<file path="config.mk">
export PLATFORM = sky130hd
export DESIGN_NAME = load_store_unit
export DESIGN_NICKNAME = d
export VERILOG_FILES = /design/src/rtl/lsu_pkg.sv /design/src/rtl/load_store_unit_align.sv /design/src/rtl/load_store_unit.sv
export SDC_FILE = /design/constraint.sdc
export NUM_CORES = 1
export LEC_CHECK = 0
export CAP_MARGIN = 20
export CELL_PAD_IN_SITES_DETAIL_PLACEMENT = 1
export CELL_PAD_IN_SITES_GLOBAL_PLACEMENT = 2
export CORE_MARGIN = 2
export CORE_UTILIZATION = 24
export CTS_BUF_LIST = sky130_fd_sc_hd__clkbuf_4
export CTS_CLUSTER_DIAMETER = 100
export DETAILED_ROUTE_END_ITERATION = 8
export GPL_TIMING_DRIVEN = 0
export HOLD_SLACK_MARGIN = 0.15
export PLACE_DENSITY = 0.79
export SYNTH_ARGS = -nofsm -noshare
export SYNTH_HDL_FRONTEND = slang
export SYNTH_SLANG_ARGS = --single-unit
</file>
<file path="constraint.sdc">
create_clock -name clk -period 1.9 [get_ports clk]
set_input_delay 0.19 -clock clk [delete_from_list [all_inputs] [get_ports clk]]
set_output_delay 0.19 -clock clk [all_outputs]
set_load 0.02 [all_outputs]
</file>
<file path="src/rtl/lsu_pkg.sv">
// Shared constants, state encoding and helpers for the load/store unit.
// Build option: LSU_MISALIGN_TRAP_EN turns misaligned accesses into errors.
package lsu_pkg;

    localparam logic [6:0] OP_LOAD  = 7'b0000011;
    localparam logic [6:0] OP_STORE = 7'b0100011;
    localparam logic [6:0] OP_FLW   = 7'b0000111;
    localparam logic [6:0] OP_FSW   = 7'b0100111;

    localparam logic [2:0] F3_B  = 3'b000;
    localparam logic [2:0] F3_H  = 3'b001;
    localparam logic [2:0] F3_W  = 3'b010;
    localparam logic [2:0] F3_BU = 3'b100;
    localparam logic [2:0] F3_HU = 3'b101;

    typedef enum logic [1:0] {
        S_IDLE,
        S_ACCESS,
        S_DONE
    } lsu_state_e;

    // size: funct3[1:0] (00 byte, 01 half, 10 word)
    function automatic logic [3:0] strobe_pattern(
        input logic [1:0] size,
        input logic [1:0] off
    );
        logic [3:0] base;
        unique case (size)
            2'b00:   base = 4'b0001;
            2'b01:   base = 4'b0011;
            default: base = 4'b1111;
        endcase
        return base << off;
    endfunction

    function automatic logic f3_legal(
        input logic       is_store,
        input logic       is_fp,
        input logic [2:0] f3
    );
        if (is_fp) begin
            return f3 == F3_W;
        end
        if (is_store) begin
            return (f3 == F3_B) || (f3 == F3_H) || (f3 == F3_W);
        end
        return (f3 == F3_B) || (f3 == F3_H) || (f3 == F3_W) ||
               (f3 == F3_BU) || (f3 == F3_HU);
    endfunction

    function automatic logic misaligned(
        input logic [2:0] f3,
        input logic [1:0] off
    );
        return ((f3[1:0] == 2'b01) && off[0]) ||
               ((f3[1:0] == 2'b10) && (off != 2'b00));
    endfunction

endpackage

</file>
<file path="src/rtl/load_store_unit_align.sv">
// Combinational lane steering: store replication/strobes and
// load lane extraction with sign or zero extension.
module lsu_align
    import lsu_pkg::*;
#(
    parameter int DATA_WIDTH = 32
) (
    input  logic [2:0]              funct3,
    input  logic [1:0]              offset,
    input  logic [DATA_WIDTH-1:0]   store_data,
    input  logic [DATA_WIDTH-1:0]   load_data,
    output logic [DATA_WIDTH-1:0]   store_lanes,
    output logic [DATA_WIDTH/8-1:0] store_strb,
    output logic [DATA_WIDTH-1:0]   load_result
);

    logic [DATA_WIDTH-1:0] shifted;

    always_comb begin
        store_strb = strobe_pattern(funct3[1:0], offset);

        unique case (funct3[1:0])
            2'b00:   store_lanes = {(DATA_WIDTH/8){store_data[7:0]}};
            2'b01:   store_lanes = {(DATA_WIDTH/16){store_data[15:0]}};
            default: store_lanes = store_data;
        endcase

        shifted = load_data >> {offset, 3'b000};

        unique case (funct3)
            F3_B:    load_result = {{(DATA_WIDTH-8){shifted[7]}}, shifted[7:0]};
            F3_BU:   load_result = {{(DATA_WIDTH-8){1'b0}}, shifted[7:0]};
            F3_H:    load_result = {{(DATA_WIDTH-16){shifted[15]}}, shifted[15:0]};
            F3_HU:   load_result = {{(DATA_WIDTH-16){1'b0}}, shifted[15:0]};
            default: load_result = shifted;
        endcase
    end

endmodule

</file>
<file path="src/rtl/load_store_unit.sv">
// Multi-cycle load/store unit with ready/valid memory port and timeout.
// Build option: LSU_MISALIGN_TRAP_EN (trap misaligned half/word accesses).
module load_store_unit
    import lsu_pkg::*;
#(
    parameter int ADDR_WIDTH = 32,
    parameter int DATA_WIDTH = 32,
    parameter int MAX_WAIT   = 255
) (
    input  logic                    clk,
    input  logic                    reset_n,
    input  logic                    start,
    input  logic [6:0]              opcode,
    input  logic [2:0]              funct3,
    input  logic [31:0]             bus_rs1,
    input  logic [31:0]             bus_rs2,
    input  logic [31:0]             immediate,
    output logic                    busy,
    output logic                    done,
    output logic                    error,
    output logic [DATA_WIDTH-1:0]   load_unit_output,
    output logic                    mem_req,
    output logic                    mem_we,
    output logic [ADDR_WIDTH-1:0]   mem_addr,
    output logic [DATA_WIDTH-1:0]   mem_wdata,
    output logic [DATA_WIDTH/8-1:0] mem_wstrb,
    input  logic                    mem_ready,
    input  logic [DATA_WIDTH-1:0]   mem_rdata
);

    localparam int CW = (MAX_WAIT < 2) ? 1 : $clog2(MAX_WAIT);

    lsu_state_e            state_q, state_d;
    logic                  is_store_q, is_store_d;
    logic [2:0]            f3_q, f3_d;
    logic [DATA_WIDTH-1:0] rs2_q, rs2_d;
    logic [ADDR_WIDTH-1:0] addr_q, addr_d;
    logic                  err_q, err_d;
    logic [CW-1:0]         wait_q, wait_d;
    logic [DATA_WIDTH-1:0] luo_q, luo_d;

    logic [31:0]             eff_addr;
    logic [ADDR_WIDTH-1:0]   nat_addr;
    logic                    op_legal;
    logic                    op_store;
    logic                    op_fp;
    logic                    misal;
    logic [DATA_WIDTH-1:0]   store_lanes;
    logic [DATA_WIDTH/8-1:0] store_strb;
    logic [DATA_WIDTH-1:0]   load_result;

    lsu_align #(
        .DATA_WIDTH (DATA_WIDTH)
    ) u_align (
        .funct3      (f3_q),
        .offset      (addr_q[1:0]),
        .store_data  (rs2_q),
        .load_data   (mem_rdata),
        .store_lanes (store_lanes),
        .store_strb  (store_strb),
        .load_result (load_result)
    );

    always_comb begin
        state_d    = state_q;
        is_store_d = is_store_q;
        f3_d       = f3_q;
        rs2_d      = rs2_q;
        addr_d     = addr_q;
        err_d      = err_q;
        wait_d     = wait_q;
        luo_d      = luo_q;

        eff_addr = bus_rs1 + immediate;
        nat_addr = eff_addr[ADDR_WIDTH-1:0];
        op_store = (opcode == OP_STORE) || (opcode == OP_FSW);
        op_fp    = (opcode == OP_FLW) || (opcode == OP_FSW);
        op_legal = (opcode == OP_LOAD) || (opcode == OP_STORE) ||
                   (opcode == OP_FLW) || (opcode == OP_FSW);

`ifdef LSU_MISALIGN_TRAP_EN
        misal = misaligned(funct3, eff_addr[1:0]);
`else
        // Silently round down to natural alignment instead of trapping.
        misal = 1'b0;
        if (funct3[1:0] == 2'b01) begin
            nat_addr[0] = 1'b0;
        end else if (funct3[1:0] == 2'b10) begin
            nat_addr[1:0] = 2'b00;
        end
`endif

        unique case (state_q)
            S_IDLE: begin
                if (start && op_legal) begin
                    is_store_d = op_store;
                    f3_d       = funct3;
                    rs2_d      = bus_rs2;
                    addr_d     = nat_addr;
                    wait_d     = '0;
                    if (!f3_legal(op_store, op_fp, funct3) || misal) begin
                        state_d = S_DONE;
                        err_d   = 1'b1;
                    end else begin
                        state_d = S_ACCESS;
                        err_d   = 1'b0;
                    end
                end
            end
            S_ACCESS: begin
                if (mem_ready) begin
                    state_d = S_DONE;
                    err_d   = 1'b0;
                    if (!is_store_q) begin
                        luo_d = load_result;
                    end
                end else if ((MAX_WAIT != 0) &&
                             (wait_q == CW'(MAX_WAIT - 1))) begin
                    state_d = S_DONE;
                    err_d   = 1'b1;
                end else begin
                    wait_d = wait_q + 1'b1;
                end
            end
            S_DONE: begin
                state_d = S_IDLE;
            end
            default: begin
                state_d = S_IDLE;
            end
        endcase
    end

    always_ff @(posedge clk or negedge reset_n) begin
        if (!reset_n) begin
            state_q    <= S_IDLE;
            is_store_q <= 1'b0;
            f3_q       <= '0;
            rs2_q      <= '0;
            addr_q     <= '0;
            err_q      <= 1'b0;
            wait_q     <= '0;
            luo_q      <= '0;
        end else begin
            state_q    <= state_d;
            is_store_q <= is_store_d;
            f3_q       <= f3_d;
            rs2_q      <= rs2_d;
            addr_q     <= addr_d;
            err_q      <= err_d;
            wait_q     <= wait_d;
            luo_q      <= luo_d;
        end
    end

    assign busy             = (state_q != S_IDLE);
    assign done             = (state_q == S_DONE);
    assign error            = done & err_q;
    assign mem_req          = (state_q == S_ACCESS);
    assign mem_we           = mem_req & is_store_q;
    assign mem_addr         = {addr_q[ADDR_WIDTH-1:2], 2'b00};
    assign mem_wdata        = store_lanes;
    assign mem_wstrb        = mem_we ? store_strb : '0;
    assign load_unit_output = luo_q;

endmodule

</file>
* After elaboration in Yosys (flattened, before gate mapping) *
Cells that the tools add are included.

storage, ports and cells
  bits in registers = 111
  bits of input ports = 142
  output and inout bits = 105
  word-level logic and storage cells = 91

operators by class
  reductions and logical operators = 21
  shift operators = 2
  equality and inequality tests = 21
  bitwise gates (word level) = 3
  muxes and demuxes = 34
  add/subtract/negate cells = 2

operators by type and width
  operator             count
  $pmux 32 s4          1
  $pmux 32 s2          1
  $add 32x32->32       1
  $shr 32x5->32        1
  $mux 8               3
  $mux 1               19
  $pmux 8 s2           1
  $eq 7x6->1 const B   2
  $eq 3x3->1 const B   4
  $mux 2               5
  $logic_or 1x1->1     9
  $add 8x1->8 const B  1
  $eq 8x8->1 const B   1
  $pmux 4 s2           1
  $eq 7x2->1 const B   1
  $eq 7x3->1 const B   1
  $eq 2x1->1 const B   3
  $eq 3x1->1 const B   2
  $logic_not 3->1      2
  $ne 2x2->1 const B   3
  $reduce_and 3->1     2
  $eq 2x2->1 const B   2
  $logic_not 2->1      2
  $mux 4               1
  11 further kinds     14

* Depth between registers and ports, before layout *
  depth in word-level cells = 17
  gate-level depth with buffers = 11
  depth with buffers taken out = 11

* Modules after synthesis *
From an unflattened synthesis, not the netlist that was laid out.

second synthesis, totals
  cells, all modules = 872
  area, all modules = 7651.1 µm²

modules (own cells, without submodules)
  module           cells an instance  seq. area each (µm²)  area an instance (µm²)  times used
  load_store_unit  689                2777.7                6352.3                  1
  lsu_align        183                0.0                   1298.7                  1

* Worst setup path before layout *
Ideal clock, no wire load.

  path kind = input to register
  start point = input bus_rs1[0]
  end point = register addr_q[30]
  path slack = -0.198 ns
  data required time = 1.778 ns
  stages on the path = 11
  library setup time = 0.122 ns
  data arrival time = 1.976 ns
  buffers on the path = 0
  path through = ha_1 inv_1 fa_1 nor2b_1 o31a_1 o21ai_2 o21ai_2 a22oi_2 a311oi_4 mux2i_1 nand2_1

on the way
  cells in the longest elaborated chain, start to end = 1

ends and longest elaborated chain
  what                  RTL line                source
  from (decl)           load_store_unit.sv:15   input logic [31:0] bus_rs1,
  $add 32x32->32        load_store_unit.sv:74   eff_addr = bus_rs1 + immediate;
  to (signal assigned)  load_store_unit.sv:149  addr_q <= addr_d;
  to (decl)             load_store_unit.sv:37   logic [ADDR_WIDTH-1:0] addr_q, addr_d;

No other way between the ends.
A chain may end at the register's enable or synchronous reset.

* Worst setup path after layout *
  start point = register f3_q[1]
  end point = output mem_wdata[9]

on the way
  cells in the longest elaborated chain, start to end = 2
  elaborated cells between the ends (all ways) = 3
  those cells by class = 1 x eq/ne; 1 x mux; 1 x reduce/logical

ends and longest elaborated chain
  what                                           RTL line                     source
  from (decl)                                    load_store_unit.sv:35        logic [2:0] f3_q, f3_d;
  from (signal assigned)                         load_store_unit.sv:138       f3_q <= '0;
  from (signal assigned)                         load_store_unit.sv:147       f3_q <= f3_d;
  $eq 2x1->1 or $logic_not 2->1 (tied branches)  load_store_unit_align.sv:22  unique case (funct3[1:0])
  $pmux 32 s2 *                                  load_store_unit_align.sv:22
  to (decl)                                      load_store_unit.sv:25        output logic [DATA_WIDTH-1:0] mem_wdata,

Mark *: on every way between the ends. The rest lies on a longest branch, timed or not.

==> flow_results.xml <==
<?xml version="1.0" encoding="UTF-8"?>
<metrics>
  <group name="cells_and_area">
    <metric name="filler_cell_count" unit="">3431</metric>
    <metric name="multiInputGateArea" unit="sq um">4674</metric>
    <metric name="register_area" unit="sq um">2783</metric>
    <metric name="layout.nets" unit="">1346</metric>
    <metric name="layout-drive-gt1-share" unit="%">27.40</metric>
    <metric name="final_util" unit="%">39.63</metric>
    <metric name="layoutNonFillerInstCount" unit="">1567</metric>
    <metric name="finish.instance_area" unit="sq um">11810</metric>
    <metric name="area_growth_syn_to_layout" unit="%">62.00</metric>
  </group>
  <group name="global_route">
    <metric name="grt_use_total" unit="%">17.17</metric>
    <metric name="grt_pass1_wl" unit="microns">42340</metric>
    <metric name="grt.overflow.total" unit="">0</metric>
    <metric name="maximum_number_of_pins_on_one_net_before_global_route_repair" unit="">61</metric>
    <metric name="grt_pass1_vias" unit="">7693</metric>
    <metric name="antenna_found_initial" unit="">3</metric>
  </group>
  <group name="synth">
    <metric name="yosys_warnings" unit="">0</metric>
    <metric name="synthFlopType" unit="">sky130_fd_sc_hd__dfrtp_1</metric>
    <metric name="synth-seq-area-share" unit="%">38.11</metric>
    <metric name="yosysTopAreaCellShare" unit="%">38.11</metric>
    <metric name="async_flop_share" unit="%">100.0</metric>
    <metric name="synth.top_cells.by_area" unit="">sky130_fd_sc_hd__dfrtp_1, sky130_fd_sc_hd__nand2_1, sky130_fd_sc_hd__ha_1, sky130_fd_sc_hd__buf_4, sky130_fd_sc_hd__a21oi_1</metric>
    <metric name="syn_area_per_cell" unit="sq um">8.647</metric>
    <metric name="synth.cell_area" unit="sq um">7289</metric>
    <metric name="number_of_synthesized_register_bits" unit="">111</metric>
    <metric name="synth_cells" unit="">843</metric>
    <metric name="synth_cell_type_count" unit="">63</metric>
    <metric name="synth_enable_flop_cells" unit="">0</metric>
    <metric name="synth_top_cell_by_area" unit="">sky130_fd_sc_hd__dfrtp_1</metric>
  </group>
  <group name="sta">
    <metric name="max_freq" unit="MHz">503.1</metric>
    <metric name="clock-skew-final" unit="ns">0.02294</metric>
    <metric name="setup_slack" unit="ns">-0.08781</metric>
    <metric name="final-setup-viol-count" unit="">9</metric>
    <metric name="rsz_0062_raised_after_global_routing" unit="">true</metric>
    <metric name="worstMarginPinSlew" unit="ns">0.5566</metric>
    <metric name="timing.slew.headroom" unit="%">62.90</metric>
    <metric name="slew_viol_final" unit="">0</metric>
    <metric name="finalCritPeriodShare" unit="%">104.6</metric>
    <metric name="final-hold-violation-count" unit="">0</metric>
    <metric name="fin_crit" unit="ns">1.988</metric>
  </group>
  <group name="setup_path">
    <metric name="worst_r2r_path_depth" unit="">6</metric>
    <metric name="cp-end-kind" unit="">output port</metric>
    <metric name="critPathKind" unit="">flip-flop to output port</metric>
    <metric name="worst-endpoint-arrival" unit="ns">1.80</metric>
    <metric name="critical_path_peak_fanout" unit="">5</metric>
    <metric name="worstSetupStartpointType" unit="">flip-flop</metric>
    <metric name="r2r_end" unit="">load_unit_output[5]$_DFFE_PN0P_</metric>
    <metric name="worst_ep_required" unit="ns">1.71</metric>
    <metric name="worstReg2RegStart" unit="">addr_q[0]$_DFFE_PN0P_</metric>
    <metric name="register_to_register_setup_slack" unit="ns">0.13</metric>
  </group>
  <group name="power">
    <metric name="switching_power" unit="mW">5.592</metric>
    <metric name="power_share_of_the_clock_group" unit="%">9.8</metric>
    <metric name="power.share.switching" unit="%">41.59</metric>
    <metric name="total_power" unit="mW">13.44</metric>
    <metric name="seq_power_share" unit="%">29.1</metric>
    <metric name="power.ir.vdd_worst" unit="uV">313.0</metric>
    <metric name="power-per-cell-area" unit="nW/um^2">1138</metric>
    <metric name="leakage" unit="nW">5.359</metric>
    <metric name="combPwrFrac" unit="%">61.1</metric>
    <metric name="power_report.internal_total" unit="mW">7.853</metric>
  </group>
  <group name="clock_network">
    <metric name="tritoncts" unit="">yes</metric>
    <metric name="number_of_sinks_on_the_clock_net" unit="">111</metric>
    <metric name="tritoncts.num_buffers" unit="">9</metric>
    <metric name="clockRootBuffer" unit="">sky130_fd_sc_hd__clkbuf_4</metric>
    <metric name="clk_pin_slew" unit="ns">0.20</metric>
    <metric name="clock_latency" unit="ns">0.50</metric>
    <metric name="htreeDepth" unit="">3</metric>
    <metric name="cts_buffer_depth" unit="">2</metric>
  </group>
  <group name="die">
    <metric name="die-width" unit="microns">178.3</metric>
    <metric name="design.portCount" unit="">247</metric>
    <metric name="fp.dieArea" unit="sq um">31780</metric>
    <metric name="initial_utilization" unit="%">24.46</metric>
    <metric name="floorplan.core_area" unit="sq um">29800</metric>
    <metric name="placementRows" unit="">63</metric>
    <metric name="fp.dieH" unit="microns">178.3</metric>
  </group>
  <group name="routing">
    <metric name="vias" unit="">7317</metric>
    <metric name="post-route-drc-count" unit="">0</metric>
    <metric name="drt-pass1-iter-count" unit="">4</metric>
    <metric name="post_drt_wl_per_cell" unit="microns">17.91</metric>
    <metric name="initial_drt_markers" unit="">315</metric>
    <metric name="drt-vias-per-instance" unit="">4.669</metric>
    <metric name="antenna_left" unit="">0</metric>
    <metric name="detail_route.wirelength" unit="microns">28070</metric>
  </group>
  <group name="min_path">
    <metric name="worstHoldPathType" unit="">primary input to asynchronous set/reset pin</metric>
  </group>
  <group name="placement">
    <metric name="dp.cells" unit="">1479</metric>
    <metric name="place_congestion" unit="">0.7929</metric>
    <metric name="placement.io_buffers" unit="">244</metric>
    <metric name="dpl-instance-area" unit="sq um">10300</metric>
    <metric name="hpwlAfterDp" unit="microns">20570</metric>
  </group>
  <group name="run_status">
    <metric name="failing_checks" unit="">setup timing</metric>
    <metric name="run_status" unit="">finished with violations</metric>
  </group>
  <group name="job">
    <metric name="timing.max_cap.violations" unit="">0</metric>
  </group>
</metrics>
[per-layer routing]
| layer | part of all wire, % | vias up | track usage [%] |
|---|---|---|---|
| li1 | - | 3535 | - |
| met1 | 45 | 3567 | 22.16 |
| met2 | 49 | 188 | 30.12 |
| met3 | 4.4 | 25 | 2.280 |
| met4 | 1.6 | 2 | 4.539 |
| met5 | 0.057 | - | 0 |
[cells by family after synthesis]
family,share of synthesized area [%]
buffers and inverters,7.175
adder cells (fa/ha/maj),5.939
XOR/XNOR,4.085
flip-flops,38.10
AND/OR/NAND/NOR,18.21
multiplexers,7.432
AO/OA/AOI/OAI,19.00
other,0.05144
[what timing repair did]
action,4_1_cts,5_1_grt
buffers inserted,47,25
pin swaps,52,47
hold buffers,6,1
resized for setup,322,110
endpoints found under the hold margin,116,1
cloned,0,1
endpoints found under the setup margin,143,81
[power by group through the flow]
stage | combinational (mW) | clock [mW] | sequential [mW]
after floorplan | 3.70 | 0 | 4.21
final | 8.21 | 1.32 | 3.91
after global placement | 7.16 | 0 | 3.95
after detailed placement | 7.25 | 0 | 3.99
after CTS | 7.98 | 1.39 | 3.92
after global routing | 8.84 | 1.47 | 4.04
[worst max-delay path by stage]
stage                        start                     end  slack (ns)  depth (start not counted)
4_1_cts        f3_q[1]$_DFFE_PN0P_           mem_wdata[14]       -0.19                          5
3_3_place_gp               reset_n  addr_q[11]$_DFFE_PN0P_       -4.06                          1
5_1_grt        f3_q[1]$_DFFE_PN0P_           mem_wdata[10]       -0.17                          5
2_1_floorplan           bus_rs1[0]  addr_q[30]$_DFFE_PN0P_       -0.07                         11
3_5_place_dp   f3_q[1]$_DFFE_PN0P_           mem_wdata[13]       -1.05                          5
6_report       f3_q[1]$_DFFE_PN0P_            mem_wdata[9]       -0.09                          5
[metrics by stage]
| step | TNS [ns] | hold WS, ns | setup WS [ns] |
|---|---|---|---|
| after global routing | -2.109 | 0.1549 | -0.1676 |
| after global placement | -538.11 | 0.4545 | -4.063 |
| after floorplan | -0.1126 | -0.1056 | -0.06840 |
| after detailed placement | -85.35 | 0.1894 | -1.053 |
| after CTS | -2.102 | 0.1513 | -0.1901 |
| final | -0.5845 | 0.1708 | -0.08781 |
[flip-flops by register name, summed over array words and instances (netlist names)]
name              flops
addr_q               32
err_q                 1
f3_q                  3
is_store_q            1
load_unit_output     32
rs2_q                32
state_q               2
wait_q                8
[synthesized netlist by cell type, drive strengths merged (2+ instances only)]
library cell	instances
clkbuf	25
mux2i	26
a21boi	2
or3	4
o221ai	2
nand2	176
a211o	2
o21a	12
nor3b	2
o2111a	2
a211oi	11
inv	13
xnor2	18
nand4	8
a311oi	2
nor2	60
nor2b	16
o31a	3
and2	3
o31ai	5
nor3	8
o2111ai	2
xor2	16
o41ai	3
ha	33
a21oi	59
o211ai	4
o22a	8
o21bai	2
and3	6
mux2	25
o21ai	68
nand2b	3
a31oi	5
dfrtp	111
a21o	15
buf	57
nand3	16
[critical path, cell delays in order, from the launching register on]
cell,delay (ns)
sky130_fd_sc_hd__dfrtp_1,0.44
sky130_fd_sc_hd__buf_8,0.14
sky130_fd_sc_hd__nor2_4,0.13
sky130_fd_sc_hd__buf_6,0.16
sky130_fd_sc_hd__mux2_4,0.31
sky130_fd_sc_hd__buf_6,0.13
[cell usage in the layout, fill, tap and decap left out, types with 11 or more instances in the layout]
cell type	count
sky130_fd_sc_hd__ha_4	23
sky130_fd_sc_hd__clkdlybuf4s50_1	166
sky130_fd_sc_hd__nand3_1	11
sky130_fd_sc_hd__a21o_1	15
sky130_fd_sc_hd__nor2b_1	13
sky130_fd_sc_hd__dfrtp_1	107
sky130_fd_sc_hd__o21ai_0	42
sky130_fd_sc_hd__buf_4	112
sky130_fd_sc_hd__buf_2	15
sky130_fd_sc_hd__clkbuf_4	11
sky130_fd_sc_hd__dlygate4sd2_1	17
sky130_fd_sc_hd__nand2_1	168
sky130_fd_sc_hd__mux2i_1	24
sky130_fd_sc_hd__nor2_1	50
sky130_fd_sc_hd__xor2_1	16
sky130_fd_sc_hd__dlymetal6s2s_1	22
sky130_fd_sc_hd__a21oi_1	49
sky130_fd_sc_hd__mux2_2	16
sky130_fd_sc_hd__xnor2_1	18
sky130_fd_sc_hd__o21ai_1	18
sky130_fd_sc_hd__buf_6	24
sky130_fd_sc_hd__o21a_1	11
[cell type report]
class | instances | share of cell area (%)
diodes | 2 | 0.04238
plain buffers | 74 | 4.937
repair buffers | 323 | 26.05
clock buffers | 9 | 0.5722
clock inverters | 7 | 0.6781
flip-flops and latches | 111 | 23.56
multi-input cells | 638 | 39.58
well taps | 390 | 4.132
inverters | 13 | 0.4344
Note: power is estimated with default switching activity, not from simulation.
